`config.mk`:
```
export PLATFORM = sky130hd
export DESIGN_NAME = babbage_fit
export DESIGN_NICKNAME = d
export VERILOG_FILES = /design/src/rtl/babbage_fit.sv
export SDC_FILE = /design/constraint.sdc
export NUM_CORES = 1
export LEC_CHECK = 0
export BUFFER_PORTS_ARGS = -buffer_cell sky130_fd_sc_hd__buf_2
export CORE_MARGIN = 2
export CORE_UTILIZATION = 40
export DETAILED_ROUTE_END_ITERATION = 8
export PLACE_DENSITY_LB_ADDON = 0.05
export SLEW_MARGIN = 20
export SYNTH_ARGS = -nofsm -noshare
export SYNTH_HDL_FRONTEND = slang
export SYNTH_SLANG_ARGS = --single-unit
```
`constraint.sdc`:
```
create_clock -name clk -period 23.6 [get_ports clk]
set_input_delay 4.72 -clock clk [delete_from_list [all_inputs] [get_ports clk]]
set_output_delay 4.72 -clock clk [all_outputs]
set_load 0.1 [all_outputs]
```
`src/rtl/babbage_fit.sv`:
```
// babbage_fit: recovers the cubic coefficients a3..a0 of y(n)=a3n^3+a2n^2+a1n+a0
// from four consecutive samples y(0)..y(3). It forms the forward differences,
// divides the third difference by 6 with a serial restoring divider, then
// back-substitutes to get the remaining coefficients.
//
// Ports:
//   clk          rising-edge clock
//   rst          synchronous active-high reset
//   y [YW]       unsigned sample, captured when y_val=1 and busy=0
//   y_val        sample strobe
//   busy         high while solving; samples are ignored
//   a3..a0 [AW]  coefficients, two's-complement, low AW bits
//   valid        one-cycle pulse marking a new coefficient set
//   err          inexact-fit flag, qualified by valid
//
// Configuration macro BABBAGE_FIT_EXACT_CHECK_EN: when defined, err flags a
// nonzero remainder, an odd (D2-D3), or a coefficient that does not fit in
// signed AW bits. When undefined, err is tied to 0 and no check logic exists.

module babbage_fit #(
   parameter int unsigned YW = 33,
   parameter int unsigned AW = 8
) (
   input  logic          clk,
   input  logic          rst,
   input  logic [YW-1:0] y,
   input  logic          y_val,
   output logic          busy,
   output logic [AW-1:0] a3,
   output logic [AW-1:0] a2,
   output logic [AW-1:0] a1,
   output logic [AW-1:0] a0,
   output logic          valid,
   output logic          err
);

   localparam int unsigned W  = YW + 3;           // difference width (signed)
   localparam int unsigned IW = YW + 5;           // back-substitution width
   localparam int unsigned CW = $clog2(W + 1);    // divide-step counter width

   typedef enum logic [1:0] {COLLECT, DIV, SOLVE, OUT} state_t;

   state_t               state;
   logic [1:0]           count;
   logic [YW-1:0]        s [4];
   logic signed [W-1:0]  d1, d2, d3;
   logic [W-1:0]         dq;      // dividend shifted out MSB-first, quotient shifted in
   logic [2:0]           rem;     // partial remainder, always < 6
   logic [CW-1:0]        cnt;

   // Forward differences formed from the stored samples and the 4th sample on the bus
   logic signed [W-1:0]  ye, s0e, s1e, s2e;
   logic signed [W-1:0]  d1_c, d2_c, d3_c;
   logic [W-1:0]         d3_abs_c;

   always_comb begin
      ye       = W'(y);
      s0e      = W'(s[0]);
      s1e      = W'(s[1]);
      s2e      = W'(s[2]);
      d1_c     = s1e - s0e;
      d2_c     = s2e - (s1e <<< 1) + s0e;
      d3_c     = ye - (s2e <<< 1) - s2e + (s1e <<< 1) + s1e - s0e;
      d3_abs_c = d3_c[W-1] ? W'(-d3_c) : W'(d3_c);
   end

   // One restoring-division step by 6
   logic [3:0] rsh_c;
   logic       ge_c;
   logic [2:0] rem_nx_c;

   always_comb begin
      rsh_c    = {rem, dq[W-1]};
      ge_c     = (rsh_c >= 4'd6);
      rem_nx_c = ge_c ? 3'(rsh_c - 4'd6) : 3'(rsh_c);
   end

   // Back-substitution at full internal width
   logic signed [IW-1:0] q_ext_c, q3_c, diff_c, a2_c, a1_c, a0_c;

   always_comb begin
      q_ext_c = IW'(dq);
      q3_c    = d3[W-1] ? -q_ext_c : q_ext_c;   // truncation toward zero
      diff_c  = IW'(d2) - IW'(d3);
      a2_c    = diff_c >>> 1;
      a1_c    = IW'(d1) - q3_c - a2_c;
      a0_c    = IW'(s[0]);
   end

`ifdef BABBAGE_FIT_EXACT_CHECK_EN
   // True when x is a sign extension of its low AW bits
   function automatic logic fits(input logic [IW-1:0] x);
      logic [IW-AW:0] top;
      top = x[IW-1:AW-1];
      return (&top) | (~|top);
   endfunction

   logic err_c;

   always_comb begin
      err_c = (rem != 3'd0) | diff_c[0]
            | ~fits(q3_c) | ~fits(a2_c) | ~fits(a1_c) | ~fits(a0_c);
   end
`endif

   always_ff @(posedge clk) begin
      if (rst) begin
         state <= COLLECT;
         count <= 2'd0;
         for (int i = 0; i < 4; i++) s[i] <= '0;
         d1    <= '0;
         d2    <= '0;
         d3    <= '0;
         dq    <= '0;
         rem   <= '0;
         cnt   <= '0;
         a3    <= '0;
         a2    <= '0;
         a1    <= '0;
         a0    <= '0;
         valid <= 1'b0;
         busy  <= 1'b0;
         err   <= 1'b0;
      end else begin
         valid <= 1'b0;
         case (state)
            COLLECT: begin
               if (y_val) begin
                  s[count] <= y;
                  count    <= count + 2'd1;
                  if (count == 2'd3) begin
                     d1    <= d1_c;
                     d2    <= d2_c;
                     d3    <= d3_c;
                     dq    <= d3_abs_c;
                     rem   <= '0;
                     cnt   <= '0;
                     busy  <= 1'b1;
                     state <= DIV;
                  end
               end
            end
            DIV: begin
               dq  <= {dq[W-2:0], ge_c};
               rem <= rem_nx_c;
               cnt <= cnt + CW'(1);
               if (cnt == CW'(W - 1)) state <= SOLVE;
            end
            SOLVE: begin
               a3    <= AW'(q3_c);
               a2    <= AW'(a2_c);
               a1    <= AW'(a1_c);
               a0    <= AW'(a0_c);
`ifdef BABBAGE_FIT_EXACT_CHECK_EN
               err   <= err_c;
`else
               err   <= 1'b0;
`endif
               valid <= 1'b1;
               state <= OUT;
            end
            OUT: begin
               busy  <= 1'b0;
               count <= 2'd0;
               state <= COLLECT;
            end
         endcase
      end
   end

endmodule

```
# Yosys cells after proc, flatten, opt, wreduce, memory -nomap -nowiden
# Memory sizes are Yosys's and may differ from the RTL's.
# Index checks and enable logic that the tools add are counted.
# Widths: inputs -> output; s select.
dict set report op_classes {
  n_eq_ne 8
  add_sub_neg 16
  magnitude_cmp 1
  muxes 31
  reduce_logical 9
}
# op n
set ops {}
lappend ops {{$mux 36} 3}
lappend ops {{$pmux 36 s2} 1}
lappend ops {{$add 36x34->36} 1}
lappend ops {{$add 36x35->36} 1}
lappend ops {{$neg 36->36} 1}
lappend ops {{$sub 35x34->36} 1}
lappend ops {{$sub 36x34->36} 1}
lappend ops {{$sub 33x34->35} 1}
lappend ops {{$mux 33} 1}
lappend ops {{$reduce_or 33->1} 1}
lappend ops {{$sub 8x8->8} 3}
lappend ops {{$sub 9x9->9} 2}
lappend ops {{$mux 6} 2}
lappend ops {{$pmux 6 s2} 1}
lappend ops {{$reduce_and 3->1} 4}
lappend ops {{$mux 1} 10}
lappend ops {{$mux 2} 5}
lappend ops {{$add 9x9->9} 1}
lappend ops {{$mux 3} 3}
lappend ops {{$mux 8} 1}
lappend ops {{$neg 8->8} 1}
lappend ops {{$pmux 2 s4} 1}
lappend ops {{$add 6x1->6 const B} 1}
lappend ops {{$eq 2x2->1 const B} 3}
lappend ops {{other kinds (12)} 15}
dict set report word_totals {
  wordCells 80
  regBits 136
  ramBits 132
  memories 1
  out_inout_bits 35
}
# memory words width read_ports rd_ports_with_merged_regs wr line
set memory_table {}
lappend memory_table {s 4 33 3 0 4 45} ;# logic [YW-1:0] s [4];

# Depth between registers and ports, before layout
# Gate-level depths: netlist of run 1.
# An unclocked memory read counts as a cell.
dict set report depth {
  word_depth 11
  mapped_depth 33
}

# Least setup slack after synthesis of run 1
# OpenSTA, ideal clock, no wires.
dict set report synth_timing {
  path_kind {input-to-reg}
  start {input port y[1]}
  end {register dq[35]}
  stages 30
  arrival_time_ns 11.426
  slack_ns 12.105
  path_cell_list {inv_1 -> ha_1 -> fa_1 -> nor2b_1 -> o31a_1 -> nor4_1 -> or3_1 -> a21oi_1 -> a21oi_1 -> o31ai_1 -> a21oi_1 -> xor2_1 -> fa_1 -> inv_1 -> fa_1 -> inv_1 -> fa_1 -> inv_1 -> ha_1 -> and4_1 -> and3_1 -> a211oi_1 -> a21oi_1 -> o31a_1 -> or4_1 -> a31o_1 -> a21oi_2 -> xnor2_1 -> or4_1 -> a21oi_1}
}
dict set report synth_via {
  elab_chain_len 10
}
# element line
set synth_lines {}
lappend synth_lines {{from (decl)} 26} ;# input logic [YW-1:0] y,
lappend synth_lines {{$sub 33x34->35 (*)} 63} ;# d3_c = ye - (s2e <<< 1) - s2e + (s1e <<< 1) + s1e - s0e;
lappend synth_lines {{$sub 35x34->36 (*)} 63}
lappend synth_lines {{$add 36x35->36 (*)} 63}
lappend synth_lines {{$add 36x34->36 (*)} 63}
lappend synth_lines {{$sub 36x34->36 (*)} 63}
lappend synth_lines {{$neg 36->36} 64} ;# d3_abs_c = d3_c[W-1] ? W'(-d3_c) : W'(d3_c);
lappend synth_lines {{$mux 36 (*)} 64}
lappend synth_lines {{$mux 36 (*)} 131} ;# if (count == 2'd3) begin
lappend synth_lines {{$mux 36 (*)} 128} ;# if (y_val) begin
lappend synth_lines {{$pmux 36 s2 (*)} 126} ;# case (state)
lappend synth_lines {{to (signal assigned)} 135} ;# dq <= d3_abs_c;
lappend synth_lines {{to (signal assigned)} 144} ;# dq <= {dq[W-2:0], ge_c};
lappend synth_lines {{to (decl)} 47} ;# logic [W-1:0] dq;
# Every way passes the cells marked *; elsewhere a longest branch is shown, timed or not. The select of a mux whose other input is x is not followed.
# A chain may end at the register's enable or synchronous reset.

# Worst setup path in the final report of run 1
dict set report layout_timing {
  start {input port y[1]}
  end {register dq[28]}
}
# Same word-level chain as after synthesis.

==> results of run 1 <==
-- final cells by class --
| type | instances | area (µm²) |
|---|---|---|
| clock buffer | 36 | 760.7 |
| clock inverter | 14 | 132.6 |
| fill | 4166 | 23180 |
| inverter | 302 | 1134 |
| multi-input combinational | 1297 | 10400 |
| sequential | 209 | 5175 |
| tap | 539 | 674.4 |
| timing repair buffer | 76 | 400.4 |
-- flip-flops by register name, summed over array words and instances (netlist names) --
name and flops:
a1 8, a0 8, d1 8, d3 10
valid 1, s 99, a3 8, state 2
dq 36, cnt 6, busy 1, d2 9
a2 8, count 2, rem 3
-- cell families (layout without fill, tap and decap cells) --
family,Yosys count,in the layout,share of synthesized area
other cells,1,1,0.0002212
mux,37,37,0.02192
xor+xnor,120,120,0.06200
buf+inv,369,428,0.08296
flops,209,209,0.3053
fa+ha+maj,226,226,0.2182
compound gates,386,386,0.1512
simple gates,527,527,0.1583
-- placed cells by master, fill, tap and decap left out, drive strengths merged, types with 5 or more instances in the layout --
| master | Yosys | final |
|---|---|---|
| xnor2 | 83 | 83 |
| o211ai | 9 | 9 |
| nand4 | 16 | 16 |
| or2 | 12 | 12 |
| and2 | 105 | 105 |
| a211oi | 30 | 30 |
| mux2i | 36 | 36 |
| ha | 110 | 110 |
| edfxtp | 99 | 99 |
| xor2 | 37 | 37 |
| o21bai | 8 | 8 |
| a31oi | 13 | 13 |
| and3 | 15 | 15 |
| or3 | 10 | 10 |
| inv | 302 | 304 |
| buf | 9 | 76 |
| nor2b | 18 | 18 |
| o21a | 20 | 20 |
| fa | 116 | 116 |
| nor2 | 122 | 122 |
| a22oi | 23 | 23 |
| o31ai | 12 | 12 |
| or4 | 7 | 7 |
| dfxtp | 110 | 110 |
| nand2 | 114 | 114 |
| nor3 | 39 | 39 |
| o22ai | 21 | 21 |
| nand3 | 28 | 28 |
| a21oi | 105 | 105 |
| nand2b | 18 | 18 |
| a211o | 5 | 5 |
| clkinv | 0 | 10 |
| a222oi | 5 | 5 |
| a21o | 36 | 36 |
| o21ai | 57 | 57 |
| clkbuf | 58 | 36 |
-- per-layer routing --
layer  wire (µm)  GRT usage
met5           0          0
met2       18620     0.3125
met3        1477    0.02768
met4        1151    0.05307
met1       19740     0.2601
-- worst paths after layout --
check,start,to,slack [ns],cells after the start
max,y[1],dq[28]$_SDFFE_PP0P_,11.10,31
min,d1[2]$_SDFFE_PP0P_,d1[2]$_SDFFE_PP0P_,0.45,2
max reg2reg,s[2][0]$_SDFFCE_PN0P_,dq[28]$_SDFFE_PP0P_,14.91,29
min reg2reg,d1[2]$_SDFFE_PP0P_,d1[2]$_SDFFE_PP0P_,0.45,2
-- stage by stage --
stage	util	hold slack [ns]	worst slack (ns)	cells	cell area [µm²]
finish	0.4462	0.4492	11.10	2473	18680
global route	0.4462	0.4637	10.56	2473	18680
CTS	0.4462	0.4522	11.10	2473	18670
detailed placement	0.4248	0.4455	10.53	2423	17780
global placement	0.4248	0.4403	10.73	2423	17780
floorplan	-	0.4312	12.10	1875	16950
-- worst max-delay path, delay by kind of cell --
kind | cells | cell delay [ns]
AOI/OAI and AO/OA | 10 | 3.32
adders and majority gates | 6 | 2.50
and+or+nand+nor | 8 | 1.62
muxes | 1 | 0.37
buffers and inverters | 5 | 0.31
xor gates and xnor gates | 1 | 0.13
==> impl_metrics.json, run 1 <==
{
  "outcome": "complete, no violations",
  "critPathCaptureType": "register",
  "start_util": 0.4050,
  "antenna_found_initial": 0,
  "grt_pass1_vias": 12730,
  "finalSetupViolations": 0,
  "routed_wl_mm": 41.00,
  "worstSetupPathType": "input pin to register",
  "skew_ns": 0.01856,
  "die_h_um": 209.9,
  "synth_commonest_cells": "302 x inv_1, 122 x nor2_1, 116 x fa_1, 114 x nand2_1",
  "firstDrtPassIters": 5,
  "nNetsFinal": 2175,
  "htree_levels": 1,
  "rows": 75,
  "yosysTopAreaCell": "edfxtp_1",
  "ys.flop_type": "dfxtp_1",
  "slew_viol_final": 0,
  "syn_inst": 1875,
  "synth_top_area_frac": 0.1754,
  "via_count": 12680,
  "cts_tree": "done",
  "synth_area_leaders": "edfxtp_1 18%, fa_1 14%, dfxtp_1 13%",
  "die_area_um2": 44040,
  "diodes": 0,
  "cp.arrival_ns": 12.99,
  "worstMarginPinSlew_ns": 1.110,
  "syn_area_per_cell_um2": 9.041,
  "drive_above_1_share": 0.07394,
  "yosysSeqAreaShare": 0.3053,
  "root_buffer": "clkbuf_16",
  "grtUsageTotal": 0.1896,
  "hpwl_mm": 30.58,
  "fp.coreArea_um2": 41850,
  "grt.overflow.total": 0,
  "post-route-period-util": 0.5295,
  "hold_violations": 0,
  "port_buffers": 69,
  "worstHoldPathType": "register to register",
  "clk_latency_ns": 0.57,
  "critPathSlowestCell": "nand3_1",
  "grt_pass1_wl_mm": 67.41,
  "max-cap-violations": 0,
  "drcViolationCount": 0,
  "startpoint_type": "input pin",
  "clock_sinks": 209,
  "ant_nets": 0,
  "syn-cell-area_um2": 16950,
  "post_cts_resize_count": 0,
  "synth_edf_count": 99,
  "io_pins": 71,
  "worst_ep_required_time_ns": 24.09,
  "synth-seq-cells": 209,
  "rsz0062_at_grt": "no",
  "max_stage_delay_ns": 0.72,
  "place_congestion": 0.8550,
  "cts_setup_buffers": 0,
  "syn_nets": 2137,
  "grt_max_degree": 71,
  "slew_headroom": 0.2603,
  "tns_ns": 0,
  "ctsLongestPathBuffers": 3,
  "cts_buffers": 27,
  "die_w_um": 209.9,
  "first_iter_violations": 706,
  "fin_crit_ns": 12.50,
  "yosysWarnings": 0,
  "async_reset_ff_frac": 0,
  "path_clk_slew_ns": 0.06,
  "cp_max_fo": 26,
  "routed_via_density": 5.128,
  "yosysUniqueCellTypes": 78,
  "cts_hold_buf": 0,
  "fmax_ghz": 0.08002,
  "area_delta_synth_final_pct": 10.17,
  "synth.most_common_cell": "inv_1",
  "wl_per_cell_um": 16.58
}
Power of run 1 is left out: the tool's default activity adds up to more than one toggle a clock period on the data nets, which glitch-free logic cannot reach.
==> run 2: changes to the inputs <==
clock period = 11.55 ns   (was 23.6 ns; I/O delays follow)
==> impl_metrics.json, run 2 (synthesis results as in run 1) <==
{
  "place_congestion": 0.8627,
  "worst_ep_required_time_ns": 11.98,
  "die_area_um2": 44040,
  "ctsLongestPathBuffers": 3,
  "start_util": 0.4050,
  "routed_via_density": 5.145,
  "grt_max_degree": 71,
  "outcome": "complete, no violations",
  "antenna_found_initial": 0,
  "tns_ns": 0,
  "fin_crit_ns": 9.697,
  "drcViolationCount": 0,
  "grtUsageTotal": 0.1862,
  "max_stage_delay_ns": 0.81,
  "first_iter_violations": 711,
  "rows": 75,
  "post_cts_resize_count": 0,
  "slew_headroom": 0.2855,
  "largest_register_ffs": 99,
  "startpoint_type": "input pin",
  "post-route-period-util": 0.8396,
  "skew_ns": 0.01707,
  "max-cap-violations": 0,
  "clock_sinks": 209,
  "cts_tree": "done",
  "filler_cell_count": 4166,
  "critPathCaptureType": "register",
  "drive_above_1_share": 0.07339,
  "path_clk_slew_ns": 0.06,
  "worstHoldPathType": "register to register",
  "final_cell_mix": "302 x inv_1, 122 x nor2_1, 116 x fa_1",
  "die_h_um": 209.9,
  "clk_latency_ns": 0.57,
  "worstSetupPathType": "input pin to register",
  "final_common_cell": "inv_1",
  "htree_levels": 1,
  "min_path_cells": 2,
  "die_w_um": 209.9,
  "hpwl_mm": 30.31,
  "fmax_ghz": 0.1031,
  "cp_max_fo": 11,
  "cts_setup_buffers": 0,
  "worstMarginPinSlew_ns": 1.072,
  "rsz0062_at_grt": "no",
  "wl_per_cell_um": 16.26,
  "finalSetupViolations": 0,
  "grt.overflow.total": 0,
  "hold_violations": 0,
  "slew_viol_final": 0,
  "routed_wl_mm": 40.24,
  "port_buffers": 69,
  "reg_top3": "s x99, dq x36, d3 x10",
  "cts_buffers": 27,
  "ant_nets": 0,
  "grt_pass1_vias": 12520,
  "r2r_cells": 30,
  "root_buffer": "clkbuf_16",
  "via_count": 12730,
  "nNetsFinal": 2176,
  "firstDrtPassIters": 5,
  "io_pins": 71,
  "cts_hold_buf": 0,
  "diodes": 0,
  "critPathSlowestCell": "a2111oi_0",
  "cp.arrival_ns": 10.13,
  "area_delta_synth_final_pct": 9.810,
  "grt_pass1_wl_mm": 66.46,
  "fp.coreArea_um2": 41850,
  "regMostFlops": "s"
}
[run 2: changes by cell type in the layout (fill, tap and decap cells not counted), sizes merged]
cell | before | now
clkinvlp | 0 | 1
inv | 304 | 303
clkinv | 10 | 13
bufinv | 2 | 1
buf | 76 | 77
clkbuf | 36 | 34
[run 2: cell type report]
cell class                 count  area, µm²  share of cell area
clock inverter                16      122.6            0.006587
sequential                   209       5175              0.2780
clock buffer                  34      701.9             0.03771
multi-input combinational   1297      10400              0.5586
inverter                     302       1134             0.06090
timing repair buffer          77      407.9             0.02191
tap                          539      674.4             0.03623
[run 2: worst paths after layout]
path,to,slack [ns],startpoint
max,dq[4]$_SDFFE_PP0P_,1.85,y[11]
min,d1[6]$_SDFFE_PP0P_,0.45,d1[6]$_SDFFE_PP0P_
max reg2reg,dq[4]$_SDFFE_PP0P_,3.32,s[2][10]$_SDFFCE_PN0P_
min reg2reg,d1[6]$_SDFFE_PP0P_,0.45,d1[6]$_SDFFE_PP0P_
[run 2: metrics by stage]
step,cells,setup slack (ns),util,area [µm²],hold WS (ns)
global route,2474,1.350,0.4448,18610,0.4690
finish,2474,1.853,0.4448,18610,0.4523
floorplan,1875,2.465,-,16950,0.4312
CTS,2474,1.942,0.4447,18610,0.4543
global placement,2424,1.514,0.4250,17790,0.4412
detailed placement,2424,1.381,0.4250,17790,0.4484
[run 2: routing by layer]
metal	vias up	track usage	wire (µm)
met5	-	0	0
met4	0	0.03937	818
met3	50	0.02484	1454
met2	207	0.3035	18290
met1	6054	0.2646	19680
li1	6418	-	-
[run 2: worst max-delay path: cells and delay by family]
| kind | cells | cell delay [ns] |
|---|---|---|
| adder cells (fa/ha/maj) | 5 | 2.24 |
| XOR/XNOR | 2 | 0.26 |
| AND/OR/NAND/NOR | 8 | 1.15 |
| buffers and inverters | 4 | 0.26 |
| AO/OA/AOI/OAI | 11 | 3.89 |
Power of run 2 is left out for the same reason.
==> run 3: changes to the inputs <==
clock period = 9.5 ns   (was 11.55 ns; I/O delays follow)
==> impl_metrics.json, run 3 (synthesis results as in run 1) <==
{
  "outcome": "complete, no violations",
  "cts_tree": "done",
  "grt_pass1_wl_mm": 66.74,
  "port_buffers": 69,
  "cts_buffers": 27,
  "fp.coreArea_um2": 41850,
  "hold_violations": 0,
  "place_congestion": 0.8475,
  "post_cts_resize_count": 0,
  "htree_levels": 1,
  "utilization": 0.4520,
  "cts_setup_buffers": 0,
  "wl_per_cell_um": 16.17,
  "critPathCaptureType": "register",
  "drive_above_1_share": 0.08827,
  "routed_wl_mm": 40.40,
  "clock_sinks": 209,
  "placed_area_um2": 17980,
  "worstHoldPathType": "register to register",
  "diodes": 0,
  "critPathSlowestCell": "or4_1",
  "routed_via_density": 5.129,
  "clk_latency_ns": 0.58,
  "max-cap-violations": 0,
  "ant_nets": 0,
  "cts_hold_buf": 0,
  "via_count": 12820,
  "grt_max_degree": 75,
  "regMostFlops": "s",
  "io_pins": 71,
  "area_delta_synth_final_pct": 11.61,
  "reg_top3": "s x99, dq x36, d3 x10",
  "die_area_um2": 44040,
  "slew_viol_final": 0,
  "final_common_cell": "inv_1",
  "finalSetupViolations": 0,
  "hpwl_mm": 30.69,
  "cp.arrival_ns": 9.41,
  "slew_headroom": 0.2950,
  "rsz0062_at_grt": "no",
  "worst_ep_required_time_ns": 10.00,
  "grt_pass1_vias": 12620,
  "rows": 75,
  "final_cell_mix": "302 x inv_1, 122 x nor2_1, 116 x fa_1",
  "firstDrtPassIters": 5,
  "startpoint_type": "input pin",
  "final_cell_area_um2": 18920,
  "worstSetupPathType": "input pin to register",
  "grt.overflow.total": 0,
  "ctsLongestPathBuffers": 3,
  "grtUsageTotal": 0.1868,
  "skew_ns": 0.01351,
  "fmax_ghz": 0.1123,
  "tns_ns": 0,
  "filler_cell_count": 4202,
  "start_util": 0.4050,
  "nNetsFinal": 2201,
  "die_h_um": 209.9,
  "post-route-period-util": 0.9374,
  "worstMarginPinSlew_ns": 1.058,
  "antenna_found_initial": 0,
  "root_buffer": "clkbuf_16",
  "fin_crit_ns": 8.905,
  "drcViolationCount": 0,
  "path_clk_slew_ns": 0.06,
  "first_iter_violations": 663,
  "die_w_um": 209.9,
  "largest_register_ffs": 99,
  "cp_max_fo": 9,
  "max_stage_delay_ns": 0.50
}
-- run 3: changes by cell type in the layout (fill, tap and decap cells not counted), sizes merged --
cell	change
buf	+25
clkinv	-4
bufinv	+2
inv	+2
-- run 3: worst max-delay path: cells and delay by family --
family / cells / cell delay (ns)
AND/OR/NAND/NOR: 10 / 2.50
AO/OA/AOI/OAI: 7 / 1.81
XOR/XNOR: 1 / 0.10
multiplexers: 1 / 0.10
adder cells (fa/ha/maj): 6 / 2.51
buffers and inverters: 6 / 0.46
-- run 3: layout make-up --
cell class,count,area [µm²],share of cell area
clock inverters,16,177.7,0.009391
clock buffers,34,743.2,0.03928
repair buffers,102,620.6,0.03280
inverters,302,1134,0.05992
multi-input cells,1297,10400,0.5494
flip-flops and latches,209,5175,0.2735
well taps,539,674.4,0.03565
-- run 3: routing by layer --
| layer | GRT usage | wire, µm |
|---|---|---|
| met1 | 0.2613 | 19790 |
| met2 | 0.3073 | 18410 |
| met3 | 0.02185 | 1161 |
| met4 | 0.04916 | 1041 |
| met5 | 0 | 0 |
-- run 3: metrics by stage --
step | hold slack, ns | setup slack (ns) | cells
after CTS | 0.4553 | 0.5856 | 2498
after detailed placement | 0.4488 | -0.003405 | 2448
final | 0.4543 | 0.5947 | 2499
after global routing | 0.4737 | 0.02597 | 2499
after global placement | 0.4404 | 0.1363 | 2448
after floorplan | 0.4312 | 0.8246 | 1875
-- run 3: final timing paths --
check	from	end	slack [ns]	depth (start not counted)
worst max-delay path	y[1]	dq[35]$_SDFFE_PP0P_	0.59	31
worst min-delay path	d1[2]$_SDFFE_PP0P_	d1[2]$_SDFFE_PP0P_	0.45	2
worst max register to register	s[2][0]$_SDFFCE_PN0P_	dq[35]$_SDFFE_PP0P_	1.57	29
worst min register to register	d1[2]$_SDFFE_PP0P_	d1[2]$_SDFFE_PP0P_	0.45	2
Power of run 3 is left out for the same reason.
